[config.mk]
export PLATFORM = sky130hd
export DESIGN_NAME = flex_fifo_wptr_full
export DESIGN_NICKNAME = d
export VERILOG_FILES = /design/src/rtl/flex_fifo_wptr_full.sv
export SDC_FILE = /design/constraint.sdc
export NUM_CORES = 1
export LEC_CHECK = 0
export CAP_MARGIN = 20
export CORE_MARGIN = 2
export CORE_UTILIZATION = 40
export DETAILED_ROUTE_END_ITERATION = 6
export PLACE_DENSITY = 0.66
export SYNTH_ARGS = -nofsm -noshare
export SYNTH_HDL_FRONTEND = slang
export SYNTH_SLANG_ARGS = --single-unit
[constraint.sdc]
create_clock -name clk -period 5.62 [get_ports clk]
set_input_delay 0.843 -clock clk [delete_from_list [all_inputs] [get_ports clk]]
set_output_delay 0.843 -clock clk [all_outputs]
set_load 0.05 [all_outputs]
[src/rtl/flex_fifo_wptr_full.sv]
// rtl/flex_fifo_wptr_full.sv - write-side pointer, Gray export, read-pointer sync and full/level flags
module flex_fifo_wptr_full #(
   parameter int ADDR_WIDTH        = 4,
   parameter int ALMOST_FULL_LEVEL = 12
) (
   input  logic                  clk,
   input  logic                  n_rst,
   input  logic                  wen,
   input  logic [ADDR_WIDTH:0]   rptr_gray_async,
   output logic [ADDR_WIDTH-1:0] waddr,
   output logic [ADDR_WIDTH:0]   wptr_gray,
   output logic                  wr_accept,
   output logic                  full,
   output logic                  almost_full,
   output logic [ADDR_WIDTH:0]   wlevel,
   output logic                  overflow
);

   localparam int AW = ADDR_WIDTH;
   localparam logic [AW:0] AF_LEVEL = (AW+1)'(ALMOST_FULL_LEVEL);

   logic [AW:0] wbin_q, wbin_d;
   logic [AW:0] wptr_gray_q, wgray_d;
   logic [AW:0] rsync1_q, rsync2_q;
   logic [AW:0] rbin_s;
   logic [AW:0] wlevel_q, wlevel_d;
   logic [AW:0] full_cmp;
   logic        full_q, full_d;
   logic        almost_full_q, almost_full_d;
   logic        overflow_q, overflow_d;

   // Each binary bit is the XOR of all Gray bits at or above it.
   genvar gi;
   generate
      for (gi = 0; gi <= AW; gi++) begin : g_gray2bin
         assign rbin_s[gi] = ^rsync2_q[AW:gi];
      end
   endgenerate

   // A write is only committed when the FIFO is not already flagged full.
   assign wr_accept = wen & ~full_q;

   // Next-state pointers, flags and level from the post-write pointer and the synced read pointer.
   always_comb begin
      wbin_d        = wbin_q + {{AW{1'b0}}, wr_accept};
      wgray_d       = wbin_d ^ (wbin_d >> 1);
      // Full when write pointer is one lap ahead: top two Gray bits inverted, rest equal.
      full_cmp      = {~rsync2_q[AW:AW-1], rsync2_q[AW-2:0]};
      full_d        = (wgray_d == full_cmp);
      wlevel_d      = wbin_d - rbin_s;
      almost_full_d = (wlevel_d >= AF_LEVEL);
      overflow_d    = wen & full_q;
   end

   // Register pointers, two-flop read-pointer synchronizer and status flags.
   always_ff @(posedge clk) begin
      if (!n_rst) begin
         wbin_q        <= '0;
         wptr_gray_q   <= '0;
         rsync1_q      <= '0;
         rsync2_q      <= '0;
         full_q        <= 1'b0;
         almost_full_q <= 1'b0;
         wlevel_q      <= '0;
         overflow_q    <= 1'b0;
      end else begin
         wbin_q        <= wbin_d;
         wptr_gray_q   <= wgray_d;
         rsync1_q      <= rptr_gray_async;
         rsync2_q      <= rsync1_q;
         full_q        <= full_d;
         almost_full_q <= almost_full_d;
         wlevel_q      <= wlevel_d;
         overflow_q    <= overflow_d;
      end
   end

   assign waddr       = wbin_q[AW-1:0];
   assign wptr_gray   = wptr_gray_q;
   assign full        = full_q;
   assign almost_full = almost_full_q;
   assign wlevel      = wlevel_q;
   assign overflow    = overflow_q;

endmodule
# ---- Word level (Yosys, flattened, before mapping)
# Cells that the tools add are included.
dict set report word_totals {
  ff_bits 28
  input_bits 8
  out_inout_bits 18
  word_cells 21
}
dict set report op_classes {
  add_sub_neg 2
  order_cmp 1
  n_eq_ne 1
  bitwise 5
  reduce_logical 4
}
# cell count
set ops {}
lappend ops {{5-bit by 1-bit adder with 5-bit output} 1}
lappend ops {{5-bit == test} 1}
lappend ops {{5-bit by 4-bit greater-or-equal comparator with 1-bit output (second input constant)} 1}
lappend ops {{5-bit parity} 1}
lappend ops {{5-bit subtractor} 1}
lappend ops {{5-bit by 4-bit bitwise XOR with 5-bit output} 1}
lappend ops {{4-bit parity} 1}
lappend ops {{3-bit parity} 1}
lappend ops {{1-bit bitwise AND} 2}
lappend ops {{2-bit NOT} 1}
lappend ops {{2-bit parity} 1}
lappend ops {{1-bit NOT} 1}

# ---- Logic depth before layout (Yosys ltp)
# Gate-level depths: netlist of the first run.
dict set report logic_depth {
  word_depth 5
  ltp_mapped 10
  ltp_nobuf 10
}

# ---- Least setup slack after synthesis of the first run
# OpenSTA, ideal clock, no wires.
dict set report synth_path {
  path_type {input -> register}
  startpoint {input wen}
  endpoint {register almost_full_q, in the netlist almost_full}
  setup_ns 0.117
  arrival_ns 3.226
  required_ns 5.503
  path_slack_ns 2.277
  path_stages 9
  path_buffers 0
  path_cell_list {nor2b_1 -> xnor2_1 -> ha_1 -> inv_1 -> fa_1 -> maj3_2 -> a21oi_2 -> xnor2_1 -> a22o_1}
}
dict set report synth_via {
  elab_chain_cells 4
}
# item line_no
set synth_lines {}
lappend synth_lines {{start: declaration} 8} ;# input logic wen,
lappend synth_lines {{1-bit bitwise AND} 41} ;# assign wr_accept = wen & ~full_q;
lappend synth_lines {{5-bit by 1-bit adder with 5-bit output} 45} ;# wbin_d = wbin_q + {{AW{1'b0}}, wr_accept};
lappend synth_lines {{5-bit subtractor} 50} ;# wlevel_d = wbin_d - rbin_s;
lappend synth_lines {{5-bit by 4-bit greater-or-equal comparator with 1-bit output} 51} ;# almost_full_d = (wlevel_d >= AF_LEVEL);
lappend synth_lines {{end signal: assignment} 72} ;# almost_full_q <= almost_full_d;
lappend synth_lines {{end: declaration} 29} ;# logic almost_full_q, almost_full_d;
# Every way passes these cells.
# A chain may end at the register's enable or synchronous reset.

# ---- Final worst setup path of the first run
dict set report layout_path {
  startpoint {input wen}
  endpoint {output wr_accept}
}
dict set report layout_via {
  elab_chain_cells 1
}
# item line_no
set layout_lines {}
lappend layout_lines {{1-bit bitwise AND} 41}
lappend layout_lines {{end: declaration} 12} ;# output logic wr_accept,
# Every way passes these cells.

==> results.yml, run 1 <==
timing:
  maxSlewViolCount: 0
  max_slew_margin_pct: 63.69
  grt_setup_unrepaired: "no"
  period_share_pct: 57.04
  fin_crit_ns: 3.206
  tns_ns: 0
  skew_ns: 0.01082
  setup_viol: 0
  timing.fmax_mhz: 311.9
  tightestPinTransition_ns: 0.5429
  hold_violations: 0
yosys:
  synth.top_cell.area_share_pct: 48.27
  async_reset_ff_share_pct: 0
  ys_seq_elements: 27
  synth_edf_count: 0
  ys_seq_area_share_pct: 48.27
  netlist_instances: 98
  ys.flop_type: "dfxtp_1"
  syn_nets: 111
  yosysTopAreaCell: "dfxtp_1"
  syn_area_um2: 1120
  synthTopCellsByCount: "dfxtp_1 (27), and2_1 (16), xnor2_1 (9)"
  synth_area_per_cell_um2: 11.43
  synth.distinct_cells: 31
  synthTopCellsByArea: "dfxtp_1 (48%), and2_1 (8.9%), xnor2_1 (7.0%)"
  yosysMostFrequentCell: "dfxtp_1"
  ys_warn_count: 0
clock_network:
  htree_num_levels: 1
  worstSkewPairLatency_ns: 0.33
  cts.sinks: 27
  postCtsResizedCells: 0
  post_cts_buffers: 0
  cts_tree: "built"
  holdBufCountCts: 0
  cts_made_buffers: 3
  path_clk_slew_ns: 0.13
  root_buffer: "clkbuf_4"
  cts_buffer_depth: 2
placement:
  gp_congestion: 0.7754
  port-buffer-count: 25
  place_hpwl_um: 1320
  post-place-cells: 152
route:
  wl_per_cell_um: 11.35
  dr.pass1.iters: 4
  antenna_left: 0
  drt_iter0_drc: 15
  routed_via_density: 4.590
  route.detailed.drc: 0
  totalWireLength_um: 1771
  num_vias: 716
finish:
  antenna_cells: 0
  multi_input_area_um2: 559.3
  finalNonFillerCells: 156
  drive_above_1_share_pct: 9.600
  area_growth_pct: 27.49
  seqCellArea_um2: 540.5
  utilization_pct: 52.68
  nNetsFinal: 139
  fill_cells: 268
global_route:
  grt_use_met1_pct: 14.08
  gr-usage-met3_pct: 2.074
  grt_pass1_wl_um: 2973
  grt_start_max_net_pins: 20
  busiest_layer: "met2"
  grt_antenna_before_repair: 0
  grt_pass1_vias: 687
  grt_overflow: 0
  grt_use_met2_pct: 20.20
  grt_use_total_pct: 11.79
min_path:
  hp-class: "reg -> reg"
setup_path:
  crit_arrival_ns: 2.36
  path_cells: "clkdlybuf4s50_1 -> nor2b_1 -> clkdlybuf4s50_1"
  crit_required_ns: 4.78
  critical_path_buf_inv_count: 2
  endpoint_kind: "output port"
  slowest_stage: "clkdlybuf4s50_1"
  path_class: "in -> out"
  start_kind: "input port"
  worst_path_dominant_cell_family: "buffers and inverters"
  critPathMaxStageDelay_ns: 0.83
  cpMostUsedCell: "clkdlybuf4s50_1"
  cp_max_fo: 3
floorplan:
  core_um2: 2710
  initial_core_util_pct: 41.32
  die-area_um2: 3239
  die_x_um: 56.91
  io_pins: 26
  rows: 19
  die_y_um: 56.91
pwr:
  leakagePower_uw: 0.0005913
  vdd_drop_max_uv: 243.7
  powerDensity_nw_per_um2: 309.6
  total_power_uw: 442.0
flow_run:
  drv_cap: 0
status:
  status: "complete, no violations"
-- cells in the final DEF, fill, tap and decap left out, drive strengths merged --
cell type / synthesis / layout
ha: 4 / 4
nor4: 1 / 1
and2: 16 / 16
nor2: 6 / 6
or3: 1 / 1
xnor2: 10 / 10
a21oi: 3 / 3
xor2: 8 / 8
a22o: 1 / 1
clkdlybuf4s50: 0 / 25
clkinv: 1 / 2
nor2b: 2 / 2
nand2: 1 / 1
and3b: 1 / 1
dfxtp: 27 / 27
xnor3: 2 / 2
o31ai: 1 / 1
inv: 2 / 2
o21ai: 1 / 1
clkbuf: 2 / 3
maj3: 1 / 1
or2: 1 / 1
and3: 2 / 2
nand3: 2 / 2
a21o: 1 / 1
fa: 1 / 1
-- power by group --
group	switching [uW]	leakage, uW	total [uW]	internal [uW]
Clock	56.1	0.0000177	82.8	26.7
Combinational	87.2	0.000351	146	58.4
Sequential	5.48	0.000222	214	208
-- cells by family after synthesis --
| kind of cell | after synthesis | synth area share, % |
|---|---|---|
| simple gates | 33 | 17.88 |
| flops | 27 | 48.27 |
| xor+xnor | 20 | 20.56 |
| compound gates | 7 | 4.246 |
| fa+ha+maj | 6 | 7.263 |
| buf+inv | 5 | 1.787 |
-- per-layer routing --
layer  part of all wire, %  up-vias
li1                      -      368
met2                    45       23
met1                    47      320
met5                     0        -
met4                   1.9        0
met3                   6.3        5
-- state kept, by name, summed over array words and instances, names as in the netlist --
| name | flops |
|---|---|
| rsync2_q | 5 |
| wbin_q | 5 |
| rsync1_q | 5 |
| full | 1 |
| wlevel | 5 |
| almost_full | 1 |
| wptr_gray | 4 |
| overflow | 1 |
-- worst paths after layout --
kind              depth (start not counted)     endpoint         from  slack (ns)
setup reg to reg                         10  almost_full  rsync2_q[2]        2.78
hold reg to reg                           1  rsync2_q[3]  rsync1_q[3]        0.45
hold / removal                            1  rsync2_q[3]  rsync1_q[3]        0.45
setup / recovery                          3    wr_accept          wen        2.41
-- worst reg2reg max path: stages (launching register included) --
cell and delay, ns:
dfxtp_1 0.36, xnor3_2 0.48, xor2_1 0.33, xnor2_1 0.17
ha_1 0.19, inv_1 0.06, fa_1 0.41, maj3_2 0.34
a21oi_2 0.15, xnor2_1 0.09, a22o_1 0.18
-- area by class of cell --
cell class / count / area share [%]
Multi-Input combinational cell: 66 / 39.18
Sequential cell: 27 / 37.86
Timing Repair Buffer: 25 / 17.53
Tap cell: 31 / 2.717
Clock buffer: 3 / 1.578
Inverter: 3 / 0.7888
Clock inverter: 1 / 0.3506
-- metrics by stage --
step	setup slack [ns]	area, um2	hold slack, ns
after global placement	2.373	1400	0.4148
after global routing	2.321	1428	0.4774
after detailed placement	2.298	1400	0.4179
final	2.414	1428	0.4473
after floorplan	2.277	1120	0.4119
after CTS	2.401	1428	0.4499
Note: power is estimated with default switching activity, not from simulation.
==> run 2, diff against run 1 <==
==> constraint.sdc (replaced) <==
create_clock -name clk -period 3 [get_ports clk]
set_input_delay 0.45 -clock clk [delete_from_list [all_inputs] [get_ports clk]]
set_output_delay 0.45 -clock clk [all_outputs]
set_load 0.05 [all_outputs]
==> run 2 against run 1 <==
First-iteration DRC count is 33% lower. Cell count is 3.2% higher. Non-clock buffer count is 5 higher.
==> results.yml, run 2 (same netlist as run 1, synthesis figures left out) <==
clock_network:
  root_buffer: "clkbuf_4"
  path_clk_slew_ns: 0.13
  cts_made_buffers: 3
  htree_num_levels: 1
  cts.sinks: 27
  post_cts_buffers: 0
  worstSkewPairLatency_ns: 0.32
  cts_tree: "built"
  cts_buffer_depth: 2
pwr:
  p_seq_share_pct: 48.3
  power_switching_uw: 272.2
  vdd_drop_max_uv: 394.5
  power_frac_comb_pct: 33.7
  p_int_uw: 557.4
  p_sw_share_pct: 32.81
  powerDensity_nw_per_um2: 562.9
  power_frac_clock_pct: 18.0
  leakagePower_uw: 0.0006152
timing:
  tightestPinTransition_ns: 0.5096
  fin_crit_ns: 2.753
  maxSlewViolCount: 0
  period_share_pct: 91.76
  timing.fmax_mhz: 363.2
  hold_violations: 0
  max_slew_margin_pct: 65.92
  setup_viol: 0
  skew_ns: 0.004592
  grt_setup_unrepaired: "no"
  hold_slack_ns: 0.4460
  tns_ns: 0
finish:
  multi_input_area_um2: 569.3
  drive_above_1_share_pct: 13.85
  seqCellArea_um2: 540.5
  nNetsFinal: 144
  antenna_cells: 0
  finalNonFillerCells: 161
  final_cell_mix: "dfxtp_1 (27), clkdlybuf4s50_1 (25), and2_1 (16)"
  area_growth_pct: 31.62
  fill_cells: 256
  final_common_cell: "dfxtp_1"
global_route:
  grt_antenna_before_repair: 0
  grt_overflow: 0
  grt_pass1_wl_um: 3015
  grt_start_max_net_pins: 19
  grt_pass1_vias: 715
  grt_use_total_pct: 12.18
route:
  routed_via_density: 4.354
  antenna_left: 0
  route.detailed.drc: 0
  num_vias: 701
  dr.pass1.iters: 3
  wl_per_cell_um: 10.81
  drt_iter0_drc: 10
  totalWireLength_um: 1740
floorplan:
  die-area_um2: 3239
  io_pins: 26
  die_y_um: 56.91
  die_x_um: 56.91
  initial_core_util_pct: 41.32
  core_um2: 2710
  rows: 19
flow_run:
  drv_cap: 0
placement:
  gp_congestion: 0.7065
  port-buffer-count: 25
  place_hpwl_um: 1344
  post-place-cells: 157
setup_path:
  endpoint_kind: "flop"
  path_class: "reg -> reg"
  crit_arrival_ns: 2.98
  cp_max_fo: 4
  start_kind: "flop"
  crit_required_ns: 3.23
status:
  status: "complete, no violations"
min_path:
  hp-class: "reg -> reg"
==> run 2: path summary, 6_finish.rpt <==
kind	startpoint	end	slack [ns]	cells past startpoint
hold reg to reg	rsync1_q[3]	rsync2_q[3]	0.45	1
setup / recovery	rsync2_q[2]	almost_full	0.25	10
hold / removal	rsync1_q[3]	rsync2_q[3]	0.45	1
setup reg to reg	rsync2_q[2]	almost_full	0.25	10
==> run 2: worst max-delay path, stage by stage, from the launching register on <==
cell	delay, ns
dfxtp_1	0.37
xnor3_2	0.48
xor2_2	0.24
xnor2_1	0.16
ha_1	0.20
inv_1	0.06
fa_1	0.41
maj3_2	0.33
a21oi_2	0.14
xnor2_1	0.09
a22o_1	0.18
==> run 2: metrics by stage <==
stage	setup slack [ns]	power, uW	util, %	area [um2]
floorplan	0.2586	605.0	-	1122
global placement	0.2045	688.2	53.14	1440
detailed placement	0.1605	689.4	53.14	1440
CTS	0.1310	845.2	54.11	1466
global route	0.03410	877.7	54.39	1474
finish	0.2471	829.6	54.39	1474
==> run 2: power groups by stage <==
stage / clock network [uW] / logic (uW) / registers, uW
global placement: 0 / 280 / 408
CTS: 163 / 281 / 401
global route: 173 / 300 / 404
finish: 149 / 279 / 401
floorplan: 0 / 106 / 499
detailed placement: 0 / 280 / 409
==> run 2: area by class of cell <==
type | count | area share, %
Multi-Input combinational cell | 66 | 38.62
Clock buffer | 4 | 1.783
Inverter | 3 | 0.7640
Sequential cell | 27 | 36.67
Tap cell | 31 | 2.632
Timing Repair Buffer | 30 | 19.52
==> run 2: timing repair <==
action,CTS,global route
hold buffers,0,0
setup endpoints to repair,0,2
gates resized for setup,0,1
==> run 2: per-layer routing <==
| metal | track usage, % | share of wire (%) | vias up | wire, um |
|---|---|---|---|---|
| met5 | 0 | 0 | - | 0 |
| met4 | 5.980 | 1.9 | 0 | 33 |
| met3 | 2.304 | 6.0 | 4 | 105 |
| met2 | 21.18 | 48 | 22 | 840 |
| met1 | 14.27 | 44 | 300 | 760 |
| li1 | - | - | 375 | - |
==> run 3, diff against run 2 <==
--- a/config.mk
+++ b/config.mk
@@ -7,9 +7,9 @@
 export LEC_CHECK = 0
 export CAP_MARGIN = 20
 export CORE_MARGIN = 2
-export CORE_UTILIZATION = 40
+export CORE_UTILIZATION = 48
 export DETAILED_ROUTE_END_ITERATION = 6
-export PLACE_DENSITY = 0.66
+export PLACE_DENSITY = 0.77
 export SYNTH_ARGS = -nofsm -noshare
 export SYNTH_HDL_FRONTEND = slang
 export SYNTH_SLANG_ARGS = --single-unit
==> run 3 against run 2 <==
Global-route usage is 3.1 points higher. Die area is 16% lower. Fmax is 1.1% lower. Clock power hardly changed. Total power hardly changed. Sequential power hardly changed. Wire length is 1.6% higher. Cell area is 0.76% lower. First-iteration DRC count is 60% lower. Cell count is 2.5% lower. Non-clock buffer count is 1 lower. Register-to-register slack worse by 0.03 ns. Largest power group unchanged. Highest routed layer unchanged.
==> results.yml, run 3 (same netlist as run 1, synthesis figures left out) <==
floorplan:
  die-area_um2: 2735
  rows: 17
  io_pins: 26
  die_y_um: 52.30
  core_um2: 2212
  initial_core_util_pct: 50.62
  die_x_um: 52.30
pwr:
  power_switching_uw: 275.1
  p_sw_share_pct: 33.14
  leakagePower_uw: 0.0006100
  power_frac_comb_pct: 33.8
  power_frac_clock_pct: 18.0
  vdd_drop_max_uv: 372.9
  powerDensity_nw_per_um2: 567.6
  p_int_uw: 555.1
  p_seq_share_pct: 48.2
placement:
  post-place-cells: 153
  place_hpwl_um: 1377
  gp_congestion: 0.7711
  dpl-instance-area_um2: 1429
  port-buffer-count: 25
  dp_worst_setup_slack_ns: 0.07833
setup_path:
  timing.critical_path.to: "almost_full"
  r2r-start: "rsync2_q[2]"
  r2r_cells: 10
  endpoint_kind: "flop"
  crit_arrival_ns: 3.01
  start_kind: "flop"
  slowest_stage: "xnor3_2"
  crit_required_ns: 3.22
  r2r-end: "almost_full"
  startpoint: "rsync2_q[2]"
  cpMostUsedCell: "xnor2_1"
  path_class: "reg -> reg"
  cp_max_fo: 4
  critPathMaxStageDelay_ns: 0.50
  r2r_slack_ns: 0.22
  path_cells: "xnor3_2 -> xor2_2 -> xnor2_1 -> ha_1 -> inv_1 -> fa_1 -> maj3_2 -> a21oi_2 -> xnor2_1 -> a22o_1"
timing:
  maxSlewViolCount: 0
  skew_ns: 0.002333
  timing.fmax_mhz: 359.3
  hold_slack_ns: 0.4489
  setup_viol: 0
  layout_setup_ws_ns: 0.2166
  tightestPinTransition_ns: 0.5007
  grt_setup_unrepaired: "no"
  hold_violations: 0
  fin_crit_ns: 2.783
  max_slew_margin_pct: 66.52
  tns_ns: 0
  period_share_pct: 92.78
finish:
  antenna_cells: 0
  finalNonFillerCells: 157
  final_cell_mix: "dfxtp_1 (27), clkdlybuf4s50_1 (25), and2_1 (16)"
  area_growth_pct: 30.61
  nNetsFinal: 143
  drive_above_1_share_pct: 13.18
  fin_area_um2: 1463
  final_common_cell: "dfxtp_1"
clock_network:
  worstSkewPairLatency_ns: 0.31
  post_cts_buffers: 0
  cts_made_buffers: 3
  root_buffer: "clkbuf_4"
  holdBufCountCts: 0
  path_clk_slew_ns: 0.13
  postCtsResizedCells: 0
  cts.sinks: 27
  cts_buffer_depth: 2
  htree_num_levels: 1
  cts_tree: "built"
status:
  status: "complete, no violations"
route:
  route.detailed.drc: 0
  antenna_left: 0
  dr.pass1.iters: 3
  totalWireLength_um: 1767
  num_vias: 731
  wl_per_cell_um: 11.25
  drt_iter0_drc: 4
  routed_via_density: 4.656
global_route:
  grt_start_max_net_pins: 19
  grt_antenna_before_repair: 0
  grt_overflow: 0
  grt_pass1_wl_um: 2967
  grt_use_total_pct: 15.33
  grt_pass1_vias: 718
min_path:
  min-delay-start: "rsync1_q[0]"
  hp-class: "reg -> reg"
flow_run:
  drv_cap: 0
## run 3: through the flow
stage / util, % / power, uW
6_report: 66.12 / 830.2
5_1_grt: 66.12 / 871.9
4_1_cts: 65.78 / 840.9
3_5_place_dp: 64.59 / 689.1
3_3_place_gp: 64.59 / 682.8
2_1_floorplan: - / 605.0
## run 3: area by class of cell
cell class | instances | area (um2)
fill | 188 | 749.5
multi-input combinational | 66 | 569.3
sequential | 27 | 540.5
timing repair buffer | 29 | 280.3
tap | 28 | 35.03
clock buffer | 4 | 26.28
inverter | 3 | 11.26
## run 3: worst min-delay path by stage
stage / endpoint / cells past startpoint
6_report: rsync2_q[0] / 1
5_1_grt: rsync2_q[3] / 1
4_1_cts: rsync2_q[0] / 1
3_5_place_dp: rsync2_q[1] / 1
3_3_place_gp: rsync2_q[0] / 1
2_1_floorplan: rsync2_q[0] / 1
## run 3: worst max-delay path, delay by kind of cell (launching register included)
kind | cells | cell delay, ns
flip-flops | 1 | 0.38
XOR/XNOR | 4 | 0.99
adder cells (fa/ha/maj) | 3 | 0.93
AO/OA/AOI/OAI | 2 | 0.34
buffers and inverters | 1 | 0.06
## run 3: power groups by stage
stage | clock network, uW | logic [uW] | registers, uW
floorplan | 0 | 106 | 499
global placement | 0 | 275 | 408
detailed placement | 0 | 279 | 410
CTS | 158 | 282 | 401
global route | 169 | 298 | 404
finish | 149 | 280 | 401
## run 3: metal layers
layer	vias to the layer above	wire, um	global-route usage [%]
met1	334	751	16.88
met3	4	76	3.429
met4	0	36	8.974
met5	-	0	0
li1	375	-	-
met2	18	903	26.67
==> RTL change (settings of run 1) <==
The parameter `ADDR_WIDTH` goes from 4 to 5.
--- a/src/rtl/flex_fifo_wptr_full.sv
+++ b/src/rtl/flex_fifo_wptr_full.sv
@@ -1,6 +1,6 @@
 // rtl/flex_fifo_wptr_full.sv - write-side pointer, Gray export, read-pointer sync and full/level flags
 module flex_fifo_wptr_full #(
-   parameter int ADDR_WIDTH        = 4,
+   parameter int ADDR_WIDTH        = 5,
    parameter int ALMOST_FULL_LEVEL = 12
 ) (
    input  logic                  clk,
Interface: changed (resized rptr_gray_async, waddr, wlevel and wptr_gray); port bits go from 26 to 30. No check against the original RTL was run, so the function may have changed too.
==> RTL change against run 1 <==
- power rose by 38%
- worst setup slack got worse by 340 ps
- sequential cell count rose by 5
- routed wire length rose by 41%
- fmax fell by 9.7%
- critical path depth rose by 9
- design area rose by 33%
- critical path type is now input port to flip-flop
- largest cell class unchanged
- area after synthesis rose by 32%
==> RTL change: results <==
{
  "status": "finished clean",
  "use_met2_pct": 23.32,
  "yosysUniqueCellTypes": 36,
  "grtUsageMet3_pct": 5.208,
  "fin_nets": 193,
  "swShare_pct": 31.49,
  "p_int_w": 0.0004185,
  "io_buffers": 29,
  "cts-buffers-inserted": 5,
  "wl_per_cell_microns": 11.12,
  "crit_fanout": 6,
  "syn_inst": 144,
  "synth.net_count": 161,
  "worstPathArrival_ps": 3720,
  "htreeDepth": 2,
  "use_met1_pct": 13.82,
  "max_stage_delay_ps": 490,
  "dp_worst_setup_slack_ps": 1769,
  "fin_skew_ps": 3.371,
  "ir_drop_mv": 0.1471,
  "n_fill_cell": 335,
  "whs_path_depth": 1,
  "p_comb_w": 0.000183,
  "grt_pass1_vias": 1042,
  "wl_met3_microns": 117,
  "grt_pass1_wl_microns": 4229,
  "layout-drive-gt1-share_pct": 7.910,
  "worstSkewPairLatency_ps": 270,
  "dr_wl_met2_microns": 1299,
  "grt.total_usage_pct": 13.42,
  "grt_max_degree": 22,
  "met1Wirelength_microns": 1020,
  "vias_per_cell": 4.671,
  "cellLeakagePower_nw": 0.7850,
  "path_clk_slew_ps": 60,
  "cts_root_buf": "clkbuf_8",
  "dp_cells": 217,
  "powerSeq_w": 0.000254,
  "gp_congestion": 0.9270,
  "drt_wl_total_microns": 2501,
  "worst_slew_pin_slew_ps": 653.6,
  "placed_area_sq_um": 1804,
  "hpwlAfterDp_microns": 1945
}
## RTL change: logic make-up (layout without fill, tap and decap cells)
| family | count (synthesis) | after routing | synth area share, % |
|---|---|---|---|
| compound gates | 12 | 12 | 6.611 |
| xor+xnor | 26 | 26 | 17.71 |
| fa+ha+maj | 8 | 8 | 7.288 |
| buf+inv | 11 | 44 | 3.305 |
| flops | 32 | 32 | 43.39 |
| mux | 1 | 1 | 0.6780 |
| simple gates | 54 | 54 | 21.02 |
## RTL change: cell type report
class	instances	area [sq um]	share of cell area [%]
Tap cell	48	60.06	3.170
Sequential cell	32	640.6	33.82
Timing Repair Buffer	29	290.3	15.32
Clock buffer	8	90.09	4.756
Inverter	7	26.28	1.387
Multi-Input combinational cell	101	787.0	41.55
## RTL change: final timing paths
check	from	to	slack [ps]
min reg2reg	rsync1_q[0]	rsync2_q[0]	430
min	rsync1_q[0]	rsync2_q[0]	430
max	wen	almost_full	2070
max reg2reg	rsync2_q[5]	almost_full	2710
